==> src/rtl/fm_cmn_bram_arb_if.sv <==
// Bus bundle for the two-channel block-RAM arbiter:
// two req/ack command channels, two read returns, one RAM port A.
interface fm_cmn_bram_arb_if #(
   parameter int P_WIDTH = 32,
   parameter int P_RANGE = 9
);
   logic               i_req0;
   logic               i_wr0;
   logic [P_RANGE-1:0] i_adrs0;
   logic [P_WIDTH-1:0] i_wdata0;
   logic               o_ack0;
   logic               o_rstr0;
   logic [P_WIDTH-1:0] o_rdata0;
   logic               i_req1;
   logic               i_wr1;
   logic [P_RANGE-1:0] i_adrs1;
   logic [P_WIDTH-1:0] i_wdata1;
   logic               o_ack1;
   logic               o_rstr1;
   logic [P_WIDTH-1:0] o_rdata1;
   logic               o_bram_we;
   logic [P_RANGE-1:0] o_bram_adrs;
   logic [P_WIDTH-1:0] o_bram_wdata;
   logic [P_WIDTH-1:0] i_bram_rdata;

   modport slave (
      input  i_req0, i_wr0, i_adrs0, i_wdata0,
      output o_ack0, o_rstr0, o_rdata0,
      input  i_req1, i_wr1, i_adrs1, i_wdata1,
      output o_ack1, o_rstr1, o_rdata1,
      output o_bram_we, o_bram_adrs, o_bram_wdata,
      input  i_bram_rdata
   );

   modport master (
      output i_req0, i_wr0, i_adrs0, i_wdata0,
      input  o_ack0, o_rstr0, o_rdata0,
      output i_req1, i_wr1, i_adrs1, i_wdata1,
      input  o_ack1, o_rstr1, o_rdata1,
      input  o_bram_we, o_bram_adrs, o_bram_wdata,
      output i_bram_rdata
   );
endinterface

==> src/rtl/fm_cmn_bram_arb.sv <==
// Round-robin arbiter sharing RAM port A between two channels,
// with a valid/channel pipe that steers read returns back.
module fm_cmn_bram_arb #(
   parameter int P_WIDTH  = 32,
   parameter int P_RANGE  = 9,
   parameter int P_REG_IN = 0
) (
   input logic              clk_core,
   input logic              rst_x,
   fm_cmn_bram_arb_if.slave bus
);
   localparam int D = 1 + P_REG_IN;

   logic               last_q;
   logic               last_d;
   logic               gnt0;
   logic               gnt1;
   logic               rd_v;
   logic               we_d;
   logic [P_RANGE-1:0] adrs_d;
   logic [P_WIDTH-1:0] wdata_d;
   logic [D-1:0]       v_q;
   logic [D-1:0]       v_d;
   logic [D-1:0]       ch_q;
   logic [D-1:0]       ch_d;

   always_comb begin
      // tie goes to the channel that did not win last
      gnt0 = rst_x & bus.i_req0 & (~bus.i_req1 | last_q);
      gnt1 = rst_x & bus.i_req1 & (~bus.i_req0 | ~last_q);
      we_d    = 1'b0;
      adrs_d  = '0;
      wdata_d = '0;
      rd_v    = 1'b0;
      unique case (1'b1)
         gnt0: begin
            we_d    = bus.i_wr0;
            adrs_d  = bus.i_adrs0;
            wdata_d = bus.i_wdata0;
            rd_v    = ~bus.i_wr0;
         end
         gnt1: begin
            we_d    = bus.i_wr1;
            adrs_d  = bus.i_adrs1;
            wdata_d = bus.i_wdata1;
            rd_v    = ~bus.i_wr1;
         end
         default: ;
      endcase
      last_d = last_q;
      if (gnt0 | gnt1)
         last_d = gnt1;
      v_d[0]  = rd_v;
      ch_d[0] = gnt1;
      for (int i = 1; i < D; i++) begin
         v_d[i]  = v_q[i-1];
         ch_d[i] = ch_q[i-1];
      end
   end

   always_ff @(posedge clk_core or negedge rst_x) begin
      if (!rst_x) begin
         last_q <= 1'b1;
         v_q    <= '0;
         ch_q   <= '0;
      end else begin
         last_q <= last_d;
         v_q    <= v_d;
         ch_q   <= ch_d;
      end
   end

   assign bus.o_ack0   = gnt0;
   assign bus.o_ack1   = gnt1;
   assign bus.o_rstr0  = v_q[D-1] & ~ch_q[D-1];
   assign bus.o_rstr1  = v_q[D-1] & ch_q[D-1];
   assign bus.o_rdata0 = bus.i_bram_rdata;
   assign bus.o_rdata1 = bus.i_bram_rdata;

   generate
      if (P_REG_IN != 0) begin : g_reg
         logic               we_q;
         logic [P_RANGE-1:0] adrs_q;
         logic [P_WIDTH-1:0] wdata_q;

         always_ff @(posedge clk_core or negedge rst_x) begin
            if (!rst_x) begin
               we_q    <= 1'b0;
               adrs_q  <= '0;
               wdata_q <= '0;
            end else begin
               we_q    <= we_d;
               adrs_q  <= adrs_d;
               wdata_q <= wdata_d;
            end
         end

         assign bus.o_bram_we    = we_q;
         assign bus.o_bram_adrs  = adrs_q;
         assign bus.o_bram_wdata = wdata_q;
      end else begin : g_comb
         assign bus.o_bram_we    = we_d;
         assign bus.o_bram_adrs  = adrs_d;
         assign bus.o_bram_wdata = wdata_d;
      end
   endgenerate
endmodule

==> src/flat_wrapper.sv <==
// flat-port wrapper written by rule: the top's interface ports become plain ports
module fm_cmn_bram_arb_flat 
#(
   parameter int P_WIDTH  = 32,
   parameter int P_RANGE  = 9,
   parameter int P_REG_IN = 0
)
  (clk_core, rst_x, bus_i_req0, bus_i_wr0, bus_i_adrs0, bus_i_wdata0, bus_o_ack0, bus_o_rstr0, bus_o_rdata0, bus_i_req1, bus_i_wr1, bus_i_adrs1, bus_i_wdata1, bus_o_ack1, bus_o_rstr1, bus_o_rdata1, bus_o_bram_we, bus_o_bram_adrs, bus_o_bram_wdata, bus_i_bram_rdata);
  fm_cmn_bram_arb_if #(.P_WIDTH(P_WIDTH), .P_RANGE(P_RANGE)) bus_i ();
  input logic clk_core;
  input logic rst_x;
  input wire logic [$bits(bus_i.i_req0)-1:0] bus_i_req0;
  input wire logic [$bits(bus_i.i_wr0)-1:0] bus_i_wr0;
  input wire logic [$bits(bus_i.i_adrs0)-1:0] bus_i_adrs0;
  input wire logic [$bits(bus_i.i_wdata0)-1:0] bus_i_wdata0;
  output wire logic [$bits(bus_i.o_ack0)-1:0] bus_o_ack0;
  output wire logic [$bits(bus_i.o_rstr0)-1:0] bus_o_rstr0;
  output wire logic [$bits(bus_i.o_rdata0)-1:0] bus_o_rdata0;
  input wire logic [$bits(bus_i.i_req1)-1:0] bus_i_req1;
  input wire logic [$bits(bus_i.i_wr1)-1:0] bus_i_wr1;
  input wire logic [$bits(bus_i.i_adrs1)-1:0] bus_i_adrs1;
  input wire logic [$bits(bus_i.i_wdata1)-1:0] bus_i_wdata1;
  output wire logic [$bits(bus_i.o_ack1)-1:0] bus_o_ack1;
  output wire logic [$bits(bus_i.o_rstr1)-1:0] bus_o_rstr1;
  output wire logic [$bits(bus_i.o_rdata1)-1:0] bus_o_rdata1;
  output wire logic [$bits(bus_i.o_bram_we)-1:0] bus_o_bram_we;
  output wire logic [$bits(bus_i.o_bram_adrs)-1:0] bus_o_bram_adrs;
  output wire logic [$bits(bus_i.o_bram_wdata)-1:0] bus_o_bram_wdata;
  input wire logic [$bits(bus_i.i_bram_rdata)-1:0] bus_i_bram_rdata;
  assign bus_i.i_req0 = bus_i_req0;
  assign bus_i.i_wr0 = bus_i_wr0;
  assign bus_i.i_adrs0 = bus_i_adrs0;
  assign bus_i.i_wdata0 = bus_i_wdata0;
  assign bus_o_ack0 = bus_i.o_ack0;
  assign bus_o_rstr0 = bus_i.o_rstr0;
  assign bus_o_rdata0 = bus_i.o_rdata0;
  assign bus_i.i_req1 = bus_i_req1;
  assign bus_i.i_wr1 = bus_i_wr1;
  assign bus_i.i_adrs1 = bus_i_adrs1;
  assign bus_i.i_wdata1 = bus_i_wdata1;
  assign bus_o_ack1 = bus_i.o_ack1;
  assign bus_o_rstr1 = bus_i.o_rstr1;
  assign bus_o_rdata1 = bus_i.o_rdata1;
  assign bus_o_bram_we = bus_i.o_bram_we;
  assign bus_o_bram_adrs = bus_i.o_bram_adrs;
  assign bus_o_bram_wdata = bus_i.o_bram_wdata;
  assign bus_i.i_bram_rdata = bus_i_bram_rdata;
  fm_cmn_bram_arb #(.P_WIDTH(P_WIDTH), .P_RANGE(P_RANGE), .P_REG_IN(P_REG_IN)) u_core (.clk_core(clk_core), .rst_x(rst_x), .bus(bus_i));
endmodule
==> config.mk <==
export PLATFORM = sky130hd
export DESIGN_NAME = fm_cmn_bram_arb_flat
export DESIGN_NICKNAME = d
export VERILOG_FILES = /design/src/rtl/fm_cmn_bram_arb_if.sv /design/src/rtl/fm_cmn_bram_arb.sv /design/src/flat_wrapper.sv
export SDC_FILE = /design/constraint.sdc
export NUM_CORES = 1
export LEC_CHECK = 0
export BUFFER_PORTS_ARGS = -buffer_cell sky130_fd_sc_hd__buf_4
export CORE_AREA = 2 2 89 91
export CTS_BUF_LIST = sky130_fd_sc_hd__clkbuf_16
export DETAILED_ROUTE_END_ITERATION = 8
export DIE_AREA = 0 0 91 93
export PLACE_DENSITY = 0.63
export SYNTH_ARGS = -nofsm -noshare
export SYNTH_HDL_FRONTEND = slang
export SYNTH_SLANG_ARGS = --single-unit
==> constraint.sdc <==
create_clock -name clk_core -period 1.1 [get_ports clk_core]
set_clock_uncertainty 0.05 [all_clocks]
set_input_delay 0.165 -clock clk_core [delete_from_list [all_inputs] [get_ports clk_core]]
set_output_delay 0.165 -clock clk_core [all_outputs]
set_load 0.005 [all_outputs]
==> results.md <==
* Core Util, Final at 0.2974
* Tightest Pin Transition at 0.2227 ns
* Drt pass-1 iters at 4
* Register area at 76.32 um^2
* Critical path class: flop to output port
* Worst R2R End: u_core.v_q
* Vias in the first global route at 1457
* Hold_ws at 0.07412 ns
* GRT overflow at 0
* Worst R2R Start: u_core.last_q
* Number of synthesized flops with an enable pin at 0
* Die X at 91 um
* Drt total wl at 4848 um
* Min Tclk post-route at 1.605 ns
* Yosys top cell area share at 0.3787
* Clk sinks at 3
* Fin. Hold Viols at 0
* Initial antenna violation count at 0
* Die area at 8463 um^2
* PwrDens at 753.5 nW/um^2
* Final Wtd Congestion at 0.7258
* Setup WS pre-CTS at -0.2773 ns
* Max Cap Violations at 0
* P_leak at 1.134 nW
* Worst skew pair latency at 0.22 ns
* Slack of the worst reg-to-reg path at -0.21 ns
* Synthesized cell area at 1408 um^2
* Worst path arrival time at 1.39 ns
* Slew margin rel. at 0.8510
* CP endpoint kind: output port
* Layout overhead on the synthesized area at 59.02%
* Failing checks: setup timing
* Core Region at 7527 um^2
* Seq/Total Area, Yosys at 0.05422
* Synth unique cells at 21
* Synth warnings at 0
* Root buf cell: clkbuf_16
* HPWL after DPL at 3652 um
* Fraction of registers with async set/reset at 1.000
* Syn nets at 344
* # DRC at 0
* Largest area contributor in the netlist: buf_4
* Setup WS post-layout at -0.5055 ns
* Initial Util at 0.1870
* Commonest cells after routing, fill and taps aside: 140 x buf_4, 85 x nand2_1, 27 x o22ai_1
* Final period utilization at 1.460
* Cell row count at 32
* Num CTS Buffers at 3
* Die Span Y at 93 um
* Share of cells above drive strength 1 at 0.5816
* ANT nets after route at 0
* Run status: complete, but fails checks
* Worst R2R Path Depth at 5
* Clock Pin Slew Worst Setup and Hold Paths at 0.03 ns
* WP data required at 0.88 ns
* Clock tree buffer depth at 2
* Via-to-Cell Ratio at 4.222
* H-tree Lvls at 1
* 1st-iter DRT viols at 56
* RSZ-0062 raised after global routing: true
* Worst Path Max Fanout at 13
* Input/output buffers at 133
* Setup-failing EPs final at 46
* Fmax at 0.6229 GHz
* NumNets Final at 415
* Fin Setup TNS at -20.83 ns
* Commonest register cell after synthesis: dfrtp_1
* Commonest non-fill, non-tap cell in the layout: buf_4
* Global-route wire length before repair at 6989 um
* Design Area, Final at 2238 um^2
* Syn Inst Count at 224
* Largest net degree at the start of global routing at 48
* Area of the multi-input gates at 759.5 um^2
* Worst Hold Class: input pin to async pin
* Top-level port count at 230
* Wire length per cell at 12.24 um
* Synth area leaders: buf_4 38%, nand2_1 23%, o22ai_1 15%, o22ai_2 7.1%, dfrtp_1 3.6%
* Placed Instance Area at 2091 um^2
* Syn Area/Cell at 6.284 um^2
* CTS tree: done
* CP Launch Type: flop
* Max IR drop VDD at 0.3508 mV
* Global-route usage over all layers at 0.09942
* Layout fillers at 817
* Max Slew Vio Count at 0
* N_diodes at 0
* Number of synthesized register bits at 3
* Routed vias at 1672
per-layer routing:
metal	GRT usage	vias to the layer above	wire (um)
met3	0.01934	38	498
met5	0	-	0
li1	-	821	-
met4	0.06818	0	253
met1	0.09780	736	1649
met2	0.1877	77	2446
kinds of logic (layout without fill, tap and decap cells):
family                 after synthesis  after routing  share of synthesized area
and+or+nand+nor                     91             91                     0.2498
DFF                                  3              3                    0.05423
AOI/OAI and AO/OA                   46             46                     0.2533
buffers and inverters               84            154                     0.4427
cells in the mapped netlist, types with 2 or more instances:
library cell	count
buf_4	71
dfrtp_1	2
o22ai_2	8
o22ai_1	34
nand2_1	85
nor2_1	2
buf_2	6
buf_6	3
cell type report:
type | count | area share
Multi-Input combinational cell | 137 | 0.3393
Clock buffer | 3 | 0.03354
Tap cell | 102 | 0.05701
Clock inverter | 1 | 0.001677
Inverter | 2 | 0.003354
Timing Repair Buffer | 148 | 0.5310
Sequential cell | 3 | 0.03410
worst max path at each step:
| stage | startpoint | endpoint | slack, ns | cells past startpoint |
|---|---|---|---|---|
| 3_3_place_gp | u_core.last_q | bus_o_bram_wdata[17] | -0.24 | 5 |
| 5_1_grt | u_core.last_q | bus_o_bram_adrs[6] | -0.57 | 5 |
| 2_1_floorplan | u_core.last_q | bus_o_bram_wdata[10] | -0.09 | 4 |
| 3_5_place_dp | u_core.last_q | bus_o_bram_wdata[11] | -0.28 | 5 |
| 6_report | u_core.last_q | bus_o_bram_adrs[6] | -0.51 | 5 |
| 4_1_cts | u_core.last_q | bus_o_bram_wdata[11] | -0.51 | 5 |
power breakdown:
group	internal [mW]	total, mW	switching, mW	leakage [nW]
clock	0.469	0.569	0.100	0.0423
combinational	0.580	0.977	0.397	1.05
sequential	0.129	0.140	0.0110	0.0370
sequential cells by signal, indices dropped and copies added (netlist names):
signal	flops
u_core.v_q	1
u_core.last_q	1
u_core.ch_q	1
stage by stage:
| stage | power [mW] | instances |
|---|---|---|
| final | 1.687 | 396 |
| after global routing | 1.800 | 396 |
| after CTS | 1.672 | 394 |
| after detailed placement | 1.083 | 389 |
| after global placement | 1.070 | 389 |
| after floorplan | 0.7534 | 224 |
repair_timing:
action                                  CTS  global route
pin swaps                                 0             0
endpoints found under the setup margin   46            46
hold endpoints to repair                  2             0
buffers inserted                          0             1
cloned                                    0             1
gates resized for setup                   0             5
hold buffers                              1             0
worst max-delay path, cell delays in order (launching register included):
cell,delay (ns)
dfstp_2,0.55
nand2_1,0.09
nand2_4,0.13
clkbuf_16,0.18
o22ai_1,0.07
buf_4,0.14
No activity file was read; power rests on OpenSTA's default activity.
